## config.mk

```make
export PLATFORM = sky130hd
export DESIGN_NAME = bin2bcd_seq
export DESIGN_NICKNAME = d
export VERILOG_FILES = /design/src/rtl/bin2bcd_pkg.sv /design/src/rtl/bin2bcd_seq_dabble.sv /design/src/rtl/bin2bcd_seq.sv
export SDC_FILE = /design/constraint.sdc
export NUM_CORES = 1
export LEC_CHECK = 0
export ABC_AREA = 1
export BUFFER_PORTS_ARGS = -buffer_cell sky130_fd_sc_hd__buf_2
export CAP_MARGIN = 10
export CORE_MARGIN = 10
export CORE_UTILIZATION = 30
export CTS_BUF_LIST = sky130_fd_sc_hd__clkbuf_16
export CTS_CLUSTER_SIZE = 16
export DETAILED_ROUTE_END_ITERATION = 12
export HOLD_SLACK_MARGIN = 0.06
export SYNTH_ARGS = -nofsm -noshare
export SYNTH_HDL_FRONTEND = slang
export SYNTH_HIERARCHICAL = 1
export SYNTH_SLANG_ARGS = --single-unit
```

## constraint.sdc

```tcl
create_clock -name clk -period 2.42 [get_ports clk]
set_input_delay 0.484 -clock clk [delete_from_list [all_inputs] [get_ports clk]]
set_output_delay 0.484 -clock clk [all_outputs]
set_load 0.02 [all_outputs]
```

## src/rtl/bin2bcd_pkg.sv

```systemverilog
// rtl/bin2bcd_pkg.sv - shared FSM state type and digit-index sizing for bin2bcd_seq
package bin2bcd_pkg;

    typedef enum logic [1:0] {
        S_IDLE = 2'd0,
        S_CONV = 2'd1,
        S_FLAG = 2'd2,
        S_EMIT = 2'd3
    } state_t;

    function automatic int digit_idx_w(input int digits);
        return (digits > 1) ? $clog2(digits) : 1;
    endfunction

endpackage

```

## src/rtl/bin2bcd_seq_dabble.sv

```systemverilog
// rtl/bin2bcd_seq_dabble.sv - one double-dabble step: add-3 on every digit above 4, then shift in one bit
module bcd_dabble_step #(
    parameter int DIGITS = 5
) (
    input  logic [4*DIGITS-1:0] bcd_i,
    input  logic                bit_i,
    output logic [4*DIGITS-1:0] bcd_o,
    output logic                carry_o
);

    logic [4*DIGITS-1:0] adj;

    always_comb begin
        adj = '0;
        for (int k = 0; k < DIGITS; k++) begin
            adj[4*k +: 4] = (bcd_i[4*k +: 4] > 4'd4) ? (bcd_i[4*k +: 4] + 4'd3) : bcd_i[4*k +: 4];
        end
    end

    // The bit leaving the top digit means the value no longer fits in DIGITS digits.
    assign bcd_o   = {adj[4*DIGITS-2:0], bit_i};
    assign carry_o = adj[4*DIGITS-1];

endmodule

```

## src/rtl/bin2bcd_seq.sv

```systemverilog
// rtl/bin2bcd_seq.sv - sequential binary-to-BCD converter with blanking, overflow and serial digit emit
module bin2bcd_seq
    import bin2bcd_pkg::*;
#(
    parameter int BIN_W     = 16,
    parameter int DIGITS    = 5,
    parameter int SIGNED_EN = 0
) (
    input  logic                clk,
    input  logic                rst_n,
    input  logic                valid_i,
    input  logic [BIN_W-1:0]    bin_i,
    input  logic                blank_en_i,
    output logic                ready_o,
    output logic                valid_o,
    output logic [4*DIGITS-1:0] digits_o,
    output logic [DIGITS-1:0]   blank_o,
    output logic                neg_o,
    output logic                ovf_o,
    output logic [3:0]          digit_o,
    output logic [DIGITS-1:0]   digit_sel_o
);

    localparam int IDX_W = digit_idx_w(DIGITS);
    localparam int CNT_W = $clog2(BIN_W);

    state_t              state, state_next;
    logic [CNT_W-1:0]    cnt;
    logic [IDX_W-1:0]    emit_idx;
    logic [IDX_W-1:0]    next_idx;
    logic [BIN_W-1:0]    mag_q;
    logic [BIN_W-1:0]    mag_in;
    logic                neg_in;
    logic [4*DIGITS-1:0] bcd_q;
    logic [4*DIGITS-1:0] bcd_next;
    logic                carry;
    logic                ovf_q;
    logic                neg_q;
    logic                blank_en_q;
    logic [DIGITS-1:0]   blank_next;
    logic                zero_above;
    logic                accept;
    logic                conv_last;
    logic                emit_last;

    assign ready_o   = (state == S_IDLE);
    assign accept    = valid_i & ready_o;
    assign conv_last = (cnt == CNT_W'(BIN_W - 1));
    assign emit_last = (emit_idx == IDX_W'(DIGITS - 1));
    assign next_idx  = emit_idx + IDX_W'(1);

    // Most-negative input still fits because the magnitude is held unsigned.
    assign neg_in = (SIGNED_EN != 0) && bin_i[BIN_W-1];
    assign mag_in = neg_in ? (~bin_i + BIN_W'(1)) : bin_i;

    bcd_dabble_step #(.DIGITS(DIGITS)) u_step (
        .bcd_i   (bcd_q),
        .bit_i   (mag_q[BIN_W-1]),
        .bcd_o   (bcd_next),
        .carry_o (carry)
    );

    always_comb begin
        blank_next = '0;
        zero_above = 1'b1;
        for (int k = DIGITS - 1; k >= 1; k--) begin
            zero_above    = zero_above & (bcd_q[4*k +: 4] == 4'd0);
            blank_next[k] = zero_above & blank_en_q & ~ovf_q;
        end
    end

    always_ff @(posedge clk or negedge rst_n) begin
        if (!rst_n) begin
            state <= S_IDLE;
        end else begin
            state <= state_next;
        end
    end

    always_comb begin
        state_next = state;
        case (state)
            S_IDLE:  if (accept)    state_next = S_CONV;
            S_CONV:  if (conv_last) state_next = S_FLAG;
            S_FLAG:                 state_next = S_EMIT;
            S_EMIT:  if (emit_last) state_next = S_IDLE;
            default:                state_next = S_IDLE;
        endcase
    end

    always_ff @(posedge clk or negedge rst_n) begin
        if (!rst_n) begin
            cnt         <= '0;
            emit_idx    <= '0;
            mag_q       <= '0;
            bcd_q       <= '0;
            ovf_q       <= 1'b0;
            neg_q       <= 1'b0;
            blank_en_q  <= 1'b0;
            valid_o     <= 1'b0;
            digits_o    <= '0;
            blank_o     <= '0;
            neg_o       <= 1'b0;
            ovf_o       <= 1'b0;
            digit_o     <= '0;
            digit_sel_o <= '0;
        end else begin
            valid_o <= 1'b0;
            case (state)
                S_IDLE: begin
                    if (accept) begin
                        cnt        <= '0;
                        mag_q      <= mag_in;
                        neg_q      <= neg_in;
                        blank_en_q <= blank_en_i;
                        bcd_q      <= '0;
                        ovf_q      <= 1'b0;
                    end
                end
                S_CONV: begin
                    cnt   <= cnt + CNT_W'(1);
                    mag_q <= mag_q << 1;
                    bcd_q <= bcd_next;
                    ovf_q <= ovf_q | carry;
                end
                S_FLAG: begin
                    valid_o     <= 1'b1;
                    digits_o    <= bcd_q;
                    blank_o     <= blank_next;
                    neg_o       <= neg_q;
                    ovf_o       <= ovf_q;
                    emit_idx    <= '0;
                    digit_o     <= bcd_q[3:0];
                    digit_sel_o <= DIGITS'(1);
                end
                S_EMIT: begin
                    if (emit_last) begin
                        digit_o     <= '0;
                        digit_sel_o <= '0;
                    end else begin
                        emit_idx    <= next_idx;
                        digit_o     <= digits_o[{next_idx, 2'b00} +: 4];
                        digit_sel_o <= digit_sel_o << 1;
                    end
                end
                default: ;
            endcase
        end
    end

endmodule

```

### After elaboration in Yosys (flattened, before gate mapping)

Index checks and enable logic that the tools add are counted.

| storage, ports and cells | value |
|---|---|
| flip-flop bits (word level) | 82 |

| operators by class | value |
|---|---|
| bitwise operators | 14 |
| shift operators | 1 |
| equality and inequality tests | 9 |
| add/subtract/negate cells | 7 |
| reduce and logical (&&, ||, !) cells | 11 |
| mux-type cells | 24 |
| magnitude comparators | 5 |

Operators with widths:

| kind | number |
|---|---|
| 20-bit one-hot mux with 2 select lines | 1 |
| 16-bit one-hot mux with 2 select lines | 1 |
| 4-bit 2-to-1 mux | 7 |
| 4-bit by 2-bit adder with 4-bit output (second input constant) | 5 |
| 4-bit by 3-bit greater-than comparator with 1-bit output (second input constant) | 5 |
| 20-bit 2-to-1 mux | 1 |
| 20-bit by 6-bit variable part select with 4-bit output | 1 |
| 4-bit logical NOT | 4 |
| 16-bit 2-to-1 mux | 1 |
| 4-bit one-hot mux with 2 select lines | 2 |
| 1-bit AND | 12 |
| 5-bit one-hot mux with 2 select lines | 1 |
| 2-bit one-hot mux with 4 select lines | 1 |
| 2-bit 2-to-1 mux | 3 |
| 2-bit inequality test (second input constant) | 3 |
| 3-bit one-hot mux with 2 select lines | 1 |
| 2-bit AND reduction | 3 |
| 5-bit 2-to-1 mux | 1 |
| 4-bit by 1-bit adder with 4-bit output (second input constant) | 1 |
| 2-bit equality test (second input constant) | 2 |
| 4-bit equality test (second input constant) | 1 |
| 2-bit nonzero test | 2 |
| 3-bit by 1-bit adder with 3-bit output (second input constant) | 1 |
| 3-bit equality test (second input constant) | 1 |
| 9 further kinds | 10 |

### Depth between registers and ports, before layout

| depth | value |
|---|---|
| word-level depth | 6 |
| mapped depth | 11 |
| depth with buffers taken out | 9 |

### Hierarchy

Netlist, hierarchy kept.

Modules (own cells, without submodules):

| module | cells each | times used | sequential area each (um^2) | area each (um^2) |
|---|---|---|---|---|
| bin2bcd_seq | 428 | 1 | 2052.0 | 3698.5 |
| bcd_dabble_step | 146 | 1 | 0.0 | 691.9 |

### Worst setup path before layout

Ideal clock, no wire load.

| timing path | value |
|---|---|
| kind | reg-to-reg |
| start point | reg emit_idx[0] |
| end point | reg digit_o[1] |
| cell stages (with the launch flop) | 12 |
| path slack | 783 ps |
| clock period less this slack | 1637 ps |
| data arrival time | 1514 ps |
| required time | 2297 ps |
| buffers on the path | 3 |
| cell sequence | dfrtp_1 -> buf_4 -> inv_4 -> buf_6 -> ha_1 -> buf_2 -> inv_1 -> nand3_1 -> nand3_1 -> nand2_1 -> nand2_1 -> a21oi_1 |

| on the way | value |
|---|---|
| cells in the longest elaborated chain, start to end | 4 |
| elaborated cells on any way between the ends | 5 |
| classes of those cells | add/sub: 1; eq/ne: 1; shift: 1; mux: 2 |

RTL lines:

| item | RTL line | RTL |
|---|---|---|
| from (decl) | bin2bcd_seq.sv:29 | `logic [IDX_W-1:0] emit_idx;` |
| from (signal assigned) | bin2bcd_seq.sv:141 | `emit_idx <= next_idx;` |
| 3-bit by 1-bit adder with 3-bit output | bin2bcd_seq.sv:50 | `assign next_idx = emit_idx + IDX_W'(1);` |
| 20-bit by 6-bit variable part select with 4-bit output | bin2bcd_seq.sv:142 | `digit_o <= digits_o[{next_idx, 2'b00} +: 4];` |
| 4-bit 2-to-1 mux * | bin2bcd_seq.sv:137 | `if (emit_last) begin` |
| 4-bit one-hot mux with 2 select lines * | bin2bcd_seq.sv:109 | `case (state)` |
| to (signal assigned) | bin2bcd_seq.sv:133 | `digit_o <= bcd_q[3:0];` |
| to (signal assigned) | bin2bcd_seq.sv:142 |  |
| to (decl) | bin2bcd_seq.sv:20 | `output logic [3:0] digit_o,` |

Mark *: on every way between the ends. The rest lies on a longest branch, timed or not.
A chain may end at the register's enable or synchronous reset.

### Worst setup path in the final report

| timing path | value |
|---|---|
| start point | reg emit_idx[0] |
| end point | reg digit_o[0] |

Same word-level chain as after synthesis.

==> flow_metrics.tcl <==
set metrics [dict create \
    remaining_drc_errors 0 \
    floorplan.initialDensity_pct 30.4 \
    reg2reg_setup_slack_ns 0.38 \
    first_global_vias 3775 \
    hp-class "in -> async" \
    dp_hpwl_um 7960 \
    number_of_ports_placed_on_the_die_boundary 58 \
    synth_mux_area_share_pct 0 \
    report.final.setup_viol 0 \
    main_combinational_cell_family_by_area_after_synthesis "simple AND/OR/NAND/NOR gates" \
    totalWireLength_um 10700 \
    intPower_mw 3.57 \
    setup.worst_path.end_class "flip-flop" \
    wire_per_inst_um 13.2 \
    nNetsFinal 664 \
    die_height_um 141 \
    worst_setup_path_startpoint "emit_idx[0]" \
    rsz0062_at_grt "no" \
    grt_first_pass_wirelength_um 18400 \
    number_of_antenna_violations_at_the_first_check_in_global_routing 0 \
    core_area_um2 14400 \
    ys_ff_latch 82 \
    tritoncts "done" \
    synth.cell_area_um2 4390 \
    ff2ff_path_depth 8 \
    synth_cell_types 29 \
    arrival_ns 2.31 \
    switching_power_summed_over_all_nets_mw 2.69 \
    routed_wl_met3_um 698 \
    synthXorXnorAreaFrac_pct 0 \
    hold_violations 0 \
    synthesis.area_per_instance_um2 7.65 \
    tightestPinTransition_ns 0.584 \
    layout_min_cycle_time_ns 2.04 \
    pwr-share-comb_pct 43.2 \
    grt-ovfl-total 0 \
    clock_skew_ns 0.00806 \
    cts_max_level 3 \
    critical_path.max_fanout 15 \
    detail_route.wirelength.met1_um 5210 \
    ctsHoldBuffers 0 \
    avgViaCountPerCell 4.65 \
    tritoncts.num_buffers 9 \
    finalMaxSlewViolations 0 \
    synth_area_leader_cell "dfrtp_1" \
    placementRows 44 \
    run_status "complete, no violations" \
    n_antenna_cell 0 \
    drtAntennaViolNets 0 \
    rr_startpoint "emit_idx[0]" \
    area.growth.synth_to_final_pct 17.3 \
    clock_tree.root_cell "clkbuf_16" \
    worst_slew_margin_rel_pct 60.9 \
    crit_path_start_kind "flip-flop" \
    clk_pin_slew_worst_paths_ns 0.06 \
    area_enclosed_by_the_die_boundary_um2 19900 \
    fmax_mhz 489 \
    final.period_utilization_pct 84.4 \
    max_cap_viol_count 0 \
    cts_resized 0 \
    met2RoutedLength_um 4710 \
    power.share.sequential_pct 34.0 \
    clk-insertion-delay-late_ns 0.34 \
    area_share_of_and_or_nand_nor_cells_after_synthesis_pct 28.6 \
    compound_cell_area_share_of_the_yosys_netlist_pct 9.60 \
    worst-endpoint-required_ns 2.68 \
    clock_network_fraction_of_total_power_pct 22.8 \
    grt_max_degree 42 \
    place_congestion 0.805 \
    global_route.usage.total_pct 11.1 \
    hold_slack_ns 0.0600 \
    cts-root-to-sink-buffers 2 \
    path_class "reg -> reg" \
    post_synth_fa_ha_maj_area_fraction_pct 5.13 \
    overall_die_width_um 141 \
    maximum_vdd_drop_v 0.000533 \
    sw_frac_of_total_pct 43.0 \
    post-cts-setup-buffer-count 0 \
    seq_area_frac_synth_pct 46.7 \
    drt-pass1-iter-count 5 \
    syn_inst 574 \
    synth_warnings 6 \
    worstSetupEndpoint "digit_o[0]" \
    post_route_cells_drive_above_1_share_pct 15.5 \
    number_of_buffer_cells_added_on_primary_ports 55 \
    power.static_leakage_nw 2.65 \
    power.density_nw_per_um2 1220 \
    routed-via-count 3793 \
    crit-reg2reg-capture "digit_o[0]" \
    drt_first_iter_violations 236 \
    cts.sink_count 82 \
    setup_tns_ns 0 \
    synthDominantCellAreaShare_pct 46.7 \
    top_cells_by_area_in_the_synthesized_netlist "dfrtp_1 47%, nand2_1 16%, nand3_1 6.5%" \
    dr_top_layer "met4" \
]
critical path, stage by stage (launching register included):
cell	delay, ns
dfrtp_1	0.56
inv_4	0.16
ha_1	0.56
inv_1	0.20
nand3_1	0.14
nand3_1	0.07
nand2_1	0.07
nand2_1	0.08
a21oi_1	0.13
registers in the layout, indices dropped and copies added (netlist names):
signal / flops
bcd_q: 20
blank_en_q: 1
blank_o: 4
cnt: 4
digit_o: 4
digit_sel_o: 5
digits_o: 20
emit_idx: 3
mag_q: 16
ovf_o: 1
ovf_q: 1
state: 2
valid_o: 1
cells by family (layout without fill, tap and decap cells):
group | Yosys count | after routing
AND/OR/NAND/NOR | 298 | 298
buffers and inverters | 100 | 156
flip-flops | 82 | 82
AO/OA/AOI/OAI | 75 | 75
adder cells (fa/ha/maj) | 18 | 18
other | 1 | 2
cell usage after synthesis (all sizes together):
| library cell | instances |
|---|---|
| nor2 | 30 |
| a21o | 1 |
| nand3 | 57 |
| ha | 18 |
| nor4 | 1 |
| nor3 | 7 |
| clkbuf | 8 |
| dfrtp | 82 |
| a22o | 1 |
| o22ai | 6 |
| inv | 76 |
| conb | 1 |
| o21a | 1 |
| nand4 | 2 |
| a31oi | 15 |
| o21ai | 41 |
| nand2 | 201 |
| buf | 16 |
| a21oi | 10 |
power groups by stage:
stage | registers (mW) | clock network [mW] | logic [mW]
6_report | 2.13 | 1.43 | 2.70
5_1_grt | 2.20 | 1.52 | 3.10
4_1_cts | 2.14 | 1.46 | 2.75
3_5_place_dp | 2.15 | 0 | 2.75
3_3_place_gp | 2.16 | 0 | 2.73
2_1_floorplan | 2.28 | 0 | 1.86
metrics by stage:
stage | cells | power (mW) | area [um^2] | util, % | setup WS [ns]
after detailed placement | 799 | 4.90 | 4840 | 33.5 | 0.436
after global routing | 815 | 6.83 | 5150 | 35.7 | 0.232
after CTS | 815 | 6.35 | 5150 | 35.7 | 0.414
final | 815 | 6.27 | 5150 | 35.7 | 0.377
after floorplan | 575 | 4.14 | 4390 | - | 0.783
after global placement | 799 | 4.89 | 4840 | 33.5 | 0.420
final cells by class:
class	count	area (um^2)
fill	1553	9280
sequential	82	2050
multi-input combinational	393	1910
timing repair buffer	64	358
inverter	76	288
tap	184	230
clock buffer	9	225
clock inverter	7	85.1
layer usage:
metal	vias to the layer above	GRT usage, %
li1	1923	-
met1	1771	14.7
met2	88	16.7
met3	11	3.66
met4	0	3.42
met5	-	0
worst min-delay path by stage:
stage | to | cells after the start | slack, ns | from
final | state[0] | 1 | 0.06 | rst_n
after global routing | state[0] | 1 | 0.08 | rst_n
after CTS | state[0] | 1 | 0.07 | rst_n
after detailed placement | state[0] | 1 | 0.43 | rst_n
after global placement | state[0] | 1 | 0.43 | rst_n
after floorplan | bcd_q[0] | 0 | 0.19 | rst_n
cell usage in the layout, fill, tap and decap left out, drive strengths merged, types with 7 or more instances in the layout:
cell type  count
a21oi         10
clkbuf         9
nand2        201
a31oi         15
buf           64
nor2          30
nand3         57
o21ai         41
inv           77
nor3           7
ha            18
dfrtp         82
No activity file was read; power rests on OpenSTA's default activity.
